File: config.mk
export PLATFORM = sky130hd
export DESIGN_NAME = display_scheduler_flat
export DESIGN_NICKNAME = d
export VERILOG_FILES = /design/src/rtl/display_scheduler_if.sv /design/src/rtl/display_scheduler.sv /design/src/flat_wrapper.sv
export SDC_FILE = /design/constraint.sdc
export NUM_CORES = 1
export LEC_CHECK = 0
export ABC_AREA = 1
export ABC_CLOCK_PERIOD_IN_PS = 2200
export CORE_UTILIZATION = 46
export DETAILED_ROUTE_END_ITERATION = 16
export PLACE_DENSITY = 0.83
export SLEW_MARGIN = 20
export SYNTH_ARGS = -nofsm -noshare
export SYNTH_HDL_FRONTEND = slang
export SYNTH_SLANG_ARGS = --single-unit
File: constraint.sdc
create_clock -name clock -period 2.2 [get_ports clock]
set_input_delay 0.44 -clock clock [delete_from_list [all_inputs] [get_ports clock]]
set_output_delay 0.44 -clock clock [all_outputs]
set_load 0.005 [all_outputs]
File: src/rtl/display_scheduler_if.sv
// Requester/display bundle shared between the display scheduler and its clients.
// The master side drives requests and digit codes; the slave side (the scheduler) returns grants and scan outputs.
interface display_scheduler_if;
  logic        alu_req;
  logic [39:0] alu_codes;
  logic        temp_req;
  logic [39:0] temp_codes;
  logic        alu_gnt;
  logic        temp_gnt;
  logic [4:0]  digit_code;
  logic [7:0]  anode;
  logic        frame_tick;

  modport master (
    output alu_req, alu_codes, temp_req, temp_codes,
    input  alu_gnt, temp_gnt, digit_code, anode, frame_tick
  );

  modport slave (
    input  alu_req, alu_codes, temp_req, temp_codes,
    output alu_gnt, temp_gnt, digit_code, anode, frame_tick
  );
endinterface

File: src/rtl/display_scheduler.sv
// Scans an 8-digit seven-segment display and arbitrates it between the ALU and temperature paths.
// Ownership changes and code snapshots happen only on frame boundaries, so a frame never mixes sources.
module display_scheduler #(
  parameter int CLK_DIV     = 100000,
  parameter int HOLD_FRAMES = 256
) (
  input  logic                clock,
  input  logic                reset_n,
  display_scheduler_if.slave  bus
);
  localparam int PRE_W  = (CLK_DIV > 1) ? $clog2(CLK_DIV) : 1;
  localparam int HOLD_W = $clog2(HOLD_FRAMES + 1);

  localparam logic [PRE_W-1:0]  PRE_LAST = PRE_W'(CLK_DIV - 1);
  localparam logic [PRE_W-1:0]  PRE_ONE  = PRE_W'(1);
  localparam logic [HOLD_W-1:0] HOLD_MAX = HOLD_W'(HOLD_FRAMES);
  localparam logic [HOLD_W-1:0] HOLD_ONE = HOLD_W'(1);

  typedef enum logic [1:0] {
    ST_IDLE,
    ST_ALU,
    ST_TEMP
  } state_t;

  logic [PRE_W-1:0]  prescaler_reg, prescaler_next;
  logic [2:0]        index_reg, index_next;
  state_t            state_reg, state_next;
  logic [HOLD_W-1:0] hold_reg, hold_next;
  logic [39:0]       snapshot_reg, snapshot_next;
  logic [7:0]        anode_reg, anode_next;
  logic [4:0]        digit_code_reg, digit_code_next;
  logic              frame_tick_reg;

  logic              slot_tick;
  logic              boundary;
  logic [HOLD_W-1:0] frames_done;
  logic              hold_expired;
  logic [4:0]        frame_digits [8];

  assign slot_tick = (prescaler_reg == PRE_LAST);
  assign boundary  = slot_tick && (index_reg == 3'd7);

  // hold_reg counts frames finished before this boundary; the frame ending now also counts,
  // so a grantee is released at the end of its HOLD_FRAMES-th full frame.
  assign frames_done  = (hold_reg == HOLD_MAX) ? HOLD_MAX : hold_reg + HOLD_ONE;
  assign hold_expired = (frames_done >= HOLD_MAX);

  always_comb begin
    state_next = state_reg;
    if (boundary) begin
      case (state_reg)
        ST_IDLE: begin
          if (bus.alu_req)       state_next = ST_ALU;
          else if (bus.temp_req) state_next = ST_TEMP;
        end
        ST_ALU: begin
          if (hold_expired) begin
            if (bus.temp_req)     state_next = ST_TEMP;
            else if (!bus.alu_req) state_next = ST_IDLE;
          end
        end
        ST_TEMP: begin
          if (hold_expired) begin
            if (bus.alu_req)       state_next = ST_ALU;
            else if (!bus.temp_req) state_next = ST_IDLE;
          end
        end
        default: state_next = ST_IDLE;
      endcase
    end
  end

  always_comb begin
    hold_next      = hold_reg;
    snapshot_next  = snapshot_reg;
    prescaler_next = prescaler_reg + PRE_ONE;
    index_next     = index_reg;
    if (slot_tick) begin
      prescaler_next = '0;
      index_next     = index_reg + 3'd1;
    end
    if (boundary) begin
      hold_next = (state_next != state_reg) ? '0 : frames_done;
      case (state_next)
        ST_ALU:  snapshot_next = bus.alu_codes;
        ST_TEMP: snapshot_next = bus.temp_codes;
        default: snapshot_next = '0;
      endcase
    end
  end

  // The new frame's first digit reads the freshly latched snapshot, not the stale one.
  for (genvar gi = 0; gi < 8; gi++) begin : g_digits
    assign frame_digits[gi] = snapshot_next[5*gi +: 5];
  end

  always_comb begin
    anode_next      = anode_reg;
    digit_code_next = digit_code_reg;
    if (slot_tick) begin
      if (state_next == ST_IDLE) begin
        anode_next      = 8'hFF;
        digit_code_next = 5'd0;
      end else begin
        anode_next      = ~(8'h01 << index_next);
        digit_code_next = frame_digits[index_next];
      end
    end
  end

  always_ff @(posedge clock) begin
    if (!reset_n) begin
      prescaler_reg  <= '0;
      index_reg      <= 3'd0;
      state_reg      <= ST_IDLE;
      hold_reg       <= '0;
      snapshot_reg   <= '0;
      anode_reg      <= 8'hFF;
      digit_code_reg <= 5'd0;
      frame_tick_reg <= 1'b0;
    end else begin
      prescaler_reg  <= prescaler_next;
      index_reg      <= index_next;
      state_reg      <= state_next;
      hold_reg       <= hold_next;
      snapshot_reg   <= snapshot_next;
      anode_reg      <= anode_next;
      digit_code_reg <= digit_code_next;
      frame_tick_reg <= boundary;
    end
  end

  assign bus.alu_gnt    = (state_reg == ST_ALU);
  assign bus.temp_gnt   = (state_reg == ST_TEMP);
  assign bus.anode      = anode_reg;
  assign bus.digit_code = digit_code_reg;
  assign bus.frame_tick = frame_tick_reg;
endmodule

File: src/flat_wrapper.sv
// flat-port wrapper written by rule: the top's interface ports become plain ports
module display_scheduler_flat 
#(
  parameter int CLK_DIV     = 100000,
  parameter int HOLD_FRAMES = 256
)
  (clock, reset_n, bus_alu_req, bus_alu_codes, bus_temp_req, bus_temp_codes, bus_alu_gnt, bus_temp_gnt, bus_digit_code, bus_anode, bus_frame_tick);
  display_scheduler_if bus_i ();
  input  logic clock;
  input  logic reset_n;
  input wire logic [$bits(bus_i.alu_req)-1:0] bus_alu_req;
  input wire logic [$bits(bus_i.alu_codes)-1:0] bus_alu_codes;
  input wire logic [$bits(bus_i.temp_req)-1:0] bus_temp_req;
  input wire logic [$bits(bus_i.temp_codes)-1:0] bus_temp_codes;
  output wire logic [$bits(bus_i.alu_gnt)-1:0] bus_alu_gnt;
  output wire logic [$bits(bus_i.temp_gnt)-1:0] bus_temp_gnt;
  output wire logic [$bits(bus_i.digit_code)-1:0] bus_digit_code;
  output wire logic [$bits(bus_i.anode)-1:0] bus_anode;
  output wire logic [$bits(bus_i.frame_tick)-1:0] bus_frame_tick;
  assign bus_i.alu_req = bus_alu_req;
  assign bus_i.alu_codes = bus_alu_codes;
  assign bus_i.temp_req = bus_temp_req;
  assign bus_i.temp_codes = bus_temp_codes;
  assign bus_alu_gnt = bus_i.alu_gnt;
  assign bus_temp_gnt = bus_i.temp_gnt;
  assign bus_digit_code = bus_i.digit_code;
  assign bus_anode = bus_i.anode;
  assign bus_frame_tick = bus_i.frame_tick;
  display_scheduler #(.CLK_DIV(CLK_DIV), .HOLD_FRAMES(HOLD_FRAMES)) u_core (.clock(clock), .reset_n(reset_n), .bus(bus_i));
endmodule
Word-level counts from Yosys, hierarchy flattened --
Cells that the tools add are included.
Operators by class: $add $sub $neg 3, magnitude comparators 2, eq/ne operators 8, shift operators 1, muxes and demuxes 20, bitwise operators 3, reductions and logical operators 4
Operators with widths (count):
- 40-bit case mux with 2 select lines | 1
- 40-bit 2-to-1 mux | 1
- 2-bit 2-to-1 mux | 9
- 9-bit 2-to-1 mux | 2
- 17-bit by 1-bit adder with 17-bit output (second input constant) | 1
- 17-bit == test (second input constant) | 1
- 5-bit binary-select mux with 3-bit select | 1
- 5-bit 2-to-1 mux | 3
- 9-bit by 1-bit adder with 9-bit output (second input constant) | 1
- 9-bit == test (second input constant) | 1
- 9-bit >= comparator (second input constant) | 1
- 8-bit 2-to-1 mux | 1
- 8-bit NOT | 1
- 1-bit by 3-bit << shifter with 8-bit output (first input constant) | 1
- 2-bit case mux with 3 select lines | 1
- 2-bit by 1-bit == test with 1-bit output (second input constant) | 2
- 2-bit == test (second input constant) | 2
- 4-bit >= comparator (second input constant) | 1
- 2-bit logical NOT | 2
- 3-bit NOT with 4-bit output | 1
- 3-bit by 1-bit adder with 3-bit output (second input constant) | 1
- 3-bit == test (second input constant) | 1
- 3-bit 2-to-1 mux | 1
- 2-bit != test | 1
- 3 further kinds | 3
Storage, ports and cells: register bits after elaboration 85, bits of input ports 84, output and inout port bits 16, word-level logic and storage cells 49

Logic depth before layout (Yosys ltp) --
Gate-level depths: netlist of run 1.
word-level depth 13, mapped depth 22

Least setup slack after synthesis of run 1 --
No wires, ideal clock.
kind register to register, start register u_core.prescaler_reg[0], end register u_core.digit_code_reg[1], in the netlist u_core.bus.digit_code[1], setup time 0.059 ns, arrival 2.059 ns, data required time 2.141 ns, path slack 0.083 ns, stages on the path, launching flop included 20, buffers on the path 2, path through dfxtp_1 ha_1 nand2_1 nor2_2 inv_2 nor2_2 nand3_2 nor2_4 nand3_2 nand2_2 buf_6 buf_6 nand3_1 nand3_1 nand2_1 nand2_1 nand2_1 o21ai_1 nand3_1 nand2_1
On the way: cells in the longest elaborated chain, start to end 10
RTL lines:
- start: declaration | line display_scheduler.sv:25 | logic [PRE_W-1:0] prescaler_reg, prescaler_next;
- start signal: assignment | line display_scheduler.sv:122 | prescaler_reg <= prescaler_next;
- 17-bit == test * | line display_scheduler.sv:40 | assign slot_tick = (prescaler_reg == PRE_LAST);
- 1-bit logical AND | line display_scheduler.sv:41 | assign boundary = slot_tick && (index_reg == 3'd7);
- 2-bit 2-to-1 mux | line display_scheduler.sv:50 | if (boundary) begin
- 2-bit == test / 2-bit by 1-bit == test with 1-bit output (equally long branches) | line display_scheduler.sv:84 | case (state_next)
- 40-bit case mux with 2 select lines | line display_scheduler.sv:84
- 40-bit 2-to-1 mux | line display_scheduler.sv:82 | if (boundary) begin
- 5-bit binary-select mux with 3-bit select | line display_scheduler.sv:106 | digit_code_next = frame_digits[index_next];
- 5-bit 2-to-1 mux (not written as such) (2 in series) | line display_scheduler.sv:106
- 5-bit 2-to-1 mux | line display_scheduler.sv:101 | if (state_next == ST_IDLE) begin
- end signal: assignment | line display_scheduler.sv:128 | digit_code_reg <= digit_code_next;
- end: declaration | line display_scheduler.sv:31 | logic [4:0] digit_code_reg, digit_code_next;
Every way passes the cells marked *; elsewhere a longest branch is shown, timed or not. The select of a mux whose other input is x is not followed. A chain may end at the register's enable or synchronous reset.

Worst setup path in the final report of run 1 --
start register u_core.prescaler_reg[1], end register u_core.digit_code_reg[2], in the netlist u_core.bus.digit_code[2]
Same word-level chain as after synthesis.

==> results of run 1 <==
## cell families after synthesis
logic type	Yosys count
simple gates	462
buf+inv	92
flops	85
compound gates	50
xor+xnor	5
fa+ha+maj	5
## critical path: cells and delay by family (launching register included)
family | cells | cell delay (ns)
simple gates | 13 | 1.21
buf+inv | 3 | 0.38
flops | 1 | 0.37
compound gates | 2 | 0.31
fa+ha+maj | 1 | 0.15
## power by group through the flow
stage	logic (mW)	registers, mW	clock network (mW)
after floorplan	0.0346	1.58	0
after global placement	0.202	1.58	0
after detailed placement	0.205	1.58	0
after CTS	0.212	1.55	1.17
after global routing	0.236	1.55	1.26
final	0.222	1.55	1.20
## repair_timing
action / CTS / global route
setup endpoints to repair: 32 / 58
gates cloned: 1 / 2
pin swaps: 16 / 58
setup buffers: 8 / 8
gates resized for setup: 59 / 99
## metal layers
layer,routed length [um],track usage [%],vias to the layer above,share of wire [%]
li1,-,-,2567,-
met1,6051,31.69,2483,37
met2,8187,48.82,292,51
met3,1131,5.062,75,7.0
met4,782,12.86,0,4.8
met5,0,0,-,0
## cells in the mapped netlist, drive strengths merged
| master | instances |
|---|---|
| o22ai | 8 |
| nor3 | 12 |
| ha | 5 |
| inv | 63 |
| nor2 | 96 |
| a21oi | 20 |
| a211oi | 1 |
| buf | 15 |
| xnor2 | 2 |
| o2111ai | 1 |
| nand4 | 17 |
| or2 | 42 |
| clkinv | 1 |
| dfxtp | 85 |
| o21ai | 20 |
| nand3 | 95 |
| clkbuf | 13 |
| nand2 | 189 |
| nand3b | 1 |
| xor2 | 3 |
| nor4 | 4 |
| nor3b | 4 |
| and2 | 2 |
## layout make-up
| type | instances | area (um^2) |
|---|---|---|
| Fill cell | 663 | 2689 |
| Sequential cell | 85 | 1712 |
| Timing Repair Buffer | 177 | 1707 |
| Inverter | 64 | 245.2 |
| Multi-Input combinational cell | 522 | 3052 |
| Clock inverter | 7 | 80.08 |
| Clock buffer | 9 | 123.9 |
| Tap cell | 133 | 166.4 |
## final timing paths
check                                          start                                     to  slack (ns)  cells past startpoint
setup reg to reg  u_core.prescaler_reg[1]$_SDFF_PP0_  u_core.bus.digit_code[2]$_SDFFE_PN0N_       -0.29                     19
hold reg to reg      u_core.hold_reg[3]$_SDFFE_PN0N_        u_core.hold_reg[3]$_SDFFE_PN0N_        0.47                      2
setup / recovery  u_core.prescaler_reg[1]$_SDFF_PP0_  u_core.bus.digit_code[2]$_SDFFE_PN0N_       -0.29                     19
hold / removal       u_core.hold_reg[3]$_SDFFE_PN0N_        u_core.hold_reg[3]$_SDFFE_PN0N_        0.47                      2
==> flow_metrics.py, run 1 <==
metrics = {
    "cells_and_area": {
        "layout_common_cells": "139 x sky130_fd_sc_hd__nand2_1, 99 x sky130_fd_sc_hd__clkdlybuf4s50_1, 79 x sky130_fd_sc_hd__dfxtp_1, 67 x sky130_fd_sc_hd__nand3_1, 66 x sky130_fd_sc_hd__nor2_1",
        "largest_register_ff_count": 40,
        "num_antenna_cells": 0,
        "final_common_cell": "sky130_fd_sc_hd__nand2_1",
        "nets": 948,
        "utilization_pct": 72.49,
        "area_growth_syn_to_layout_pct": 52.60,
        "finalInstanceArea_um2": 7086,
        "final_non_filler_cell_total": 997,
        "drive_above_1_share_pct": 32.64,
    },
    "global_routing": {
        "grt_first_pass_wirelength_um": 22500,
        "grt_pass1_vias": 4962,
        "grt_antenna_before_repair": 0,
        "globalRouteTotalUtil_pct": 27.45,
        "pin_count_of_the_biggest_net_entering_global_routing": 39,
        "grt-ovfl-total": 0,
    },
    "clock_network": {
        "clock_insertion_delay_worst_skew_ns": 0.36,
        "clock_path_buffers": 2,
        "clkSinkCount": 85,
        "clock_input_transition_at_the_sequential_cells_of_the_worst_setup_and_hold_paths_ns": 0.10,
        "cts_buffers": 9,
        "cts_hold_buffers": 0,
        "tritoncts": "yes",
        "cts-root-buf": "sky130_fd_sc_hd__clkbuf_8",
        "cts_htree_levels": 3,
    },
    "route": {
        "drc": 0,
        "route.detailed.wl_per_inst_um": 16.20,
        "drt.antenna.violating_nets": 0,
        "post_drt_via_cell_ratio": 5.433,
        "sum_of_routed_wire_length_over_all_layers_um": 16150,
        "dr_total_vias": 5417,
        "drt-pass1-iter-count": 5,
        "first_iter_violations": 357,
    },
    "setup_path": {
        "worst_setup_path_start_kind": "register",
        "critPathKind": "register to register",
        "crit_arrival_ns": 2.80,
        "worst-endpoint-required_ns": 2.51,
        "worst_setup_path_end_kind": "register",
        "cp_slowest_stage_delay_ns": 0.37,
        "path_cells": "ha_4 -> nand2_4 -> nor2_4 -> inv_2 -> nor2_4 -> nand3_4 -> o21ai_4 -> nand2_4 -> nor2_4 -> buf_12 -> clkbuf_16 -> nand2_2 -> nand3_1 -> nand2_1 -> nand2_1 -> nand2_2 -> o21ai_2 -> nand3_1 -> nand2_1",
        "critical_path.slowest_cell": "sky130_fd_sc_hd__dfxtp_2",
        "critPathMaxFanout": 8,
    },
    "synth": {
        "ys_seq_area_share_pct": 36.65,
        "synth_area_leaders": "sky130_fd_sc_hd__dfxtp_1 37%, sky130_fd_sc_hd__nand2_1 15%, sky130_fd_sc_hd__nand3_1 9.9%, sky130_fd_sc_hd__nor2_1 6.6%, sky130_fd_sc_hd__or2_2 5.4%",
        "synth_xor_area_share_pct": 0.9431,
        "syn-num-nets": 788,
        "area_fraction_in_compound_gates_after_synthesis_pct": 5.821,
        "yosysWarningCount": 0,
        "dominant_combinational_cell_family_by_area_after_synthesis": "simple AND/OR/NAND/NOR gates",
        "synthesis.area_per_instance_um2": 6.643,
        "yosysTopAreaCell": "sky130_fd_sc_hd__dfxtp_1",
        "ys_ff_latch": 85,
        "yosysUniqueCellTypes": 37,
        "netlist_area_um2": 4643,
        "synth_mux_area_share_pct": 0,
        "synth_simple_gate_area_share_pct": 46.56,
        "yosys.area.top_type_share_pct": 36.65,
        "synth_cells": 699,
        "post_synth_fa_ha_maj_area_fraction_pct": 1.347,
    },
    "placement": {
        "dpl-instance-area_um2": 6113,
        "port_buffers": 99,
        "placed_cells_incl_taps": 963,
        "pre_cts_ws_ns": -0.3210,
        "routabilityCongestion": 0.8957,
        "dp_hpwl_um": 9874,
    },
    "sta": {
        "worst_pin_slew_ns": 0.4952,
        "setup_total_negative_slack_ns": -3.798,
        "fin_worst_hold_slack_ns": 0.4693,
        "max_freq_ghz": 0.4020,
        "timing.final.setup_violations": 36,
        "rsz0062_at_grt": "yes",
        "final_period_minus_worst_setup_slack_ns": 2.488,
        "final_critical_path_setup_slack_ns": -0.2878,
        "finalMaxSlewViolations": 0,
        "hold_viol": 0,
        "skew_ns": 0.009660,
        "post-route-period-util_pct": 113.1,
        "relative_max_transition_margin_pct": 66.98,
    },
    "pwr": {
        "power.ir.vdd_worst_uv": 350.2,
        "clock_power_share_pct": 40.5,
        "cellInternalPower_mw": 2.233,
        "power_frac_comb_pct": 7.5,
        "power.share.switching_pct": 24.78,
        "total_power_mw": 2.969,
        "netSwitchingPower_uw": 735.5,
        "power_density_nw_per_um2": 419.0,
        "pwr-share-seq_pct": 52.1,
        "total_leakage_power_nw": 2.785,
    },
    "floorplan": {
        "die_width_um": 102.5,
        "rows": 36,
        "core_area_um2": 9774,
        "die_y_um": 102.5,
        "start_util_pct": 47.50,
        "dieArea_um2": 10500,
        "ios": 100,
    },
    "status": {
        "violated_checks": "negative setup slack",
        "result_of_the_run": "finished with violations",
    },
    "min_path": {
        "timing.hold.worst.class": "register to register",
    },
    "job": {
        "maxCapViolations": 0,
    },
}
No activity file was read; power rests on OpenSTA's default activity.
==> run 2: changes to the inputs <==
--- a/config.mk
+++ b/config.mk
@@ -8,6 +8,7 @@
 export ABC_AREA = 1
 export ABC_CLOCK_PERIOD_IN_PS = 2200
 export CORE_UTILIZATION = 46
+export CTS_CLUSTER_DIAMETER = 50
 export DETAILED_ROUTE_END_ITERATION = 16
 export PLACE_DENSITY = 0.83
 export SLEW_MARGIN = 20
==> results of run 2 <==
Same layout as run 1: the final DEF is identical, and so are final timing and power.
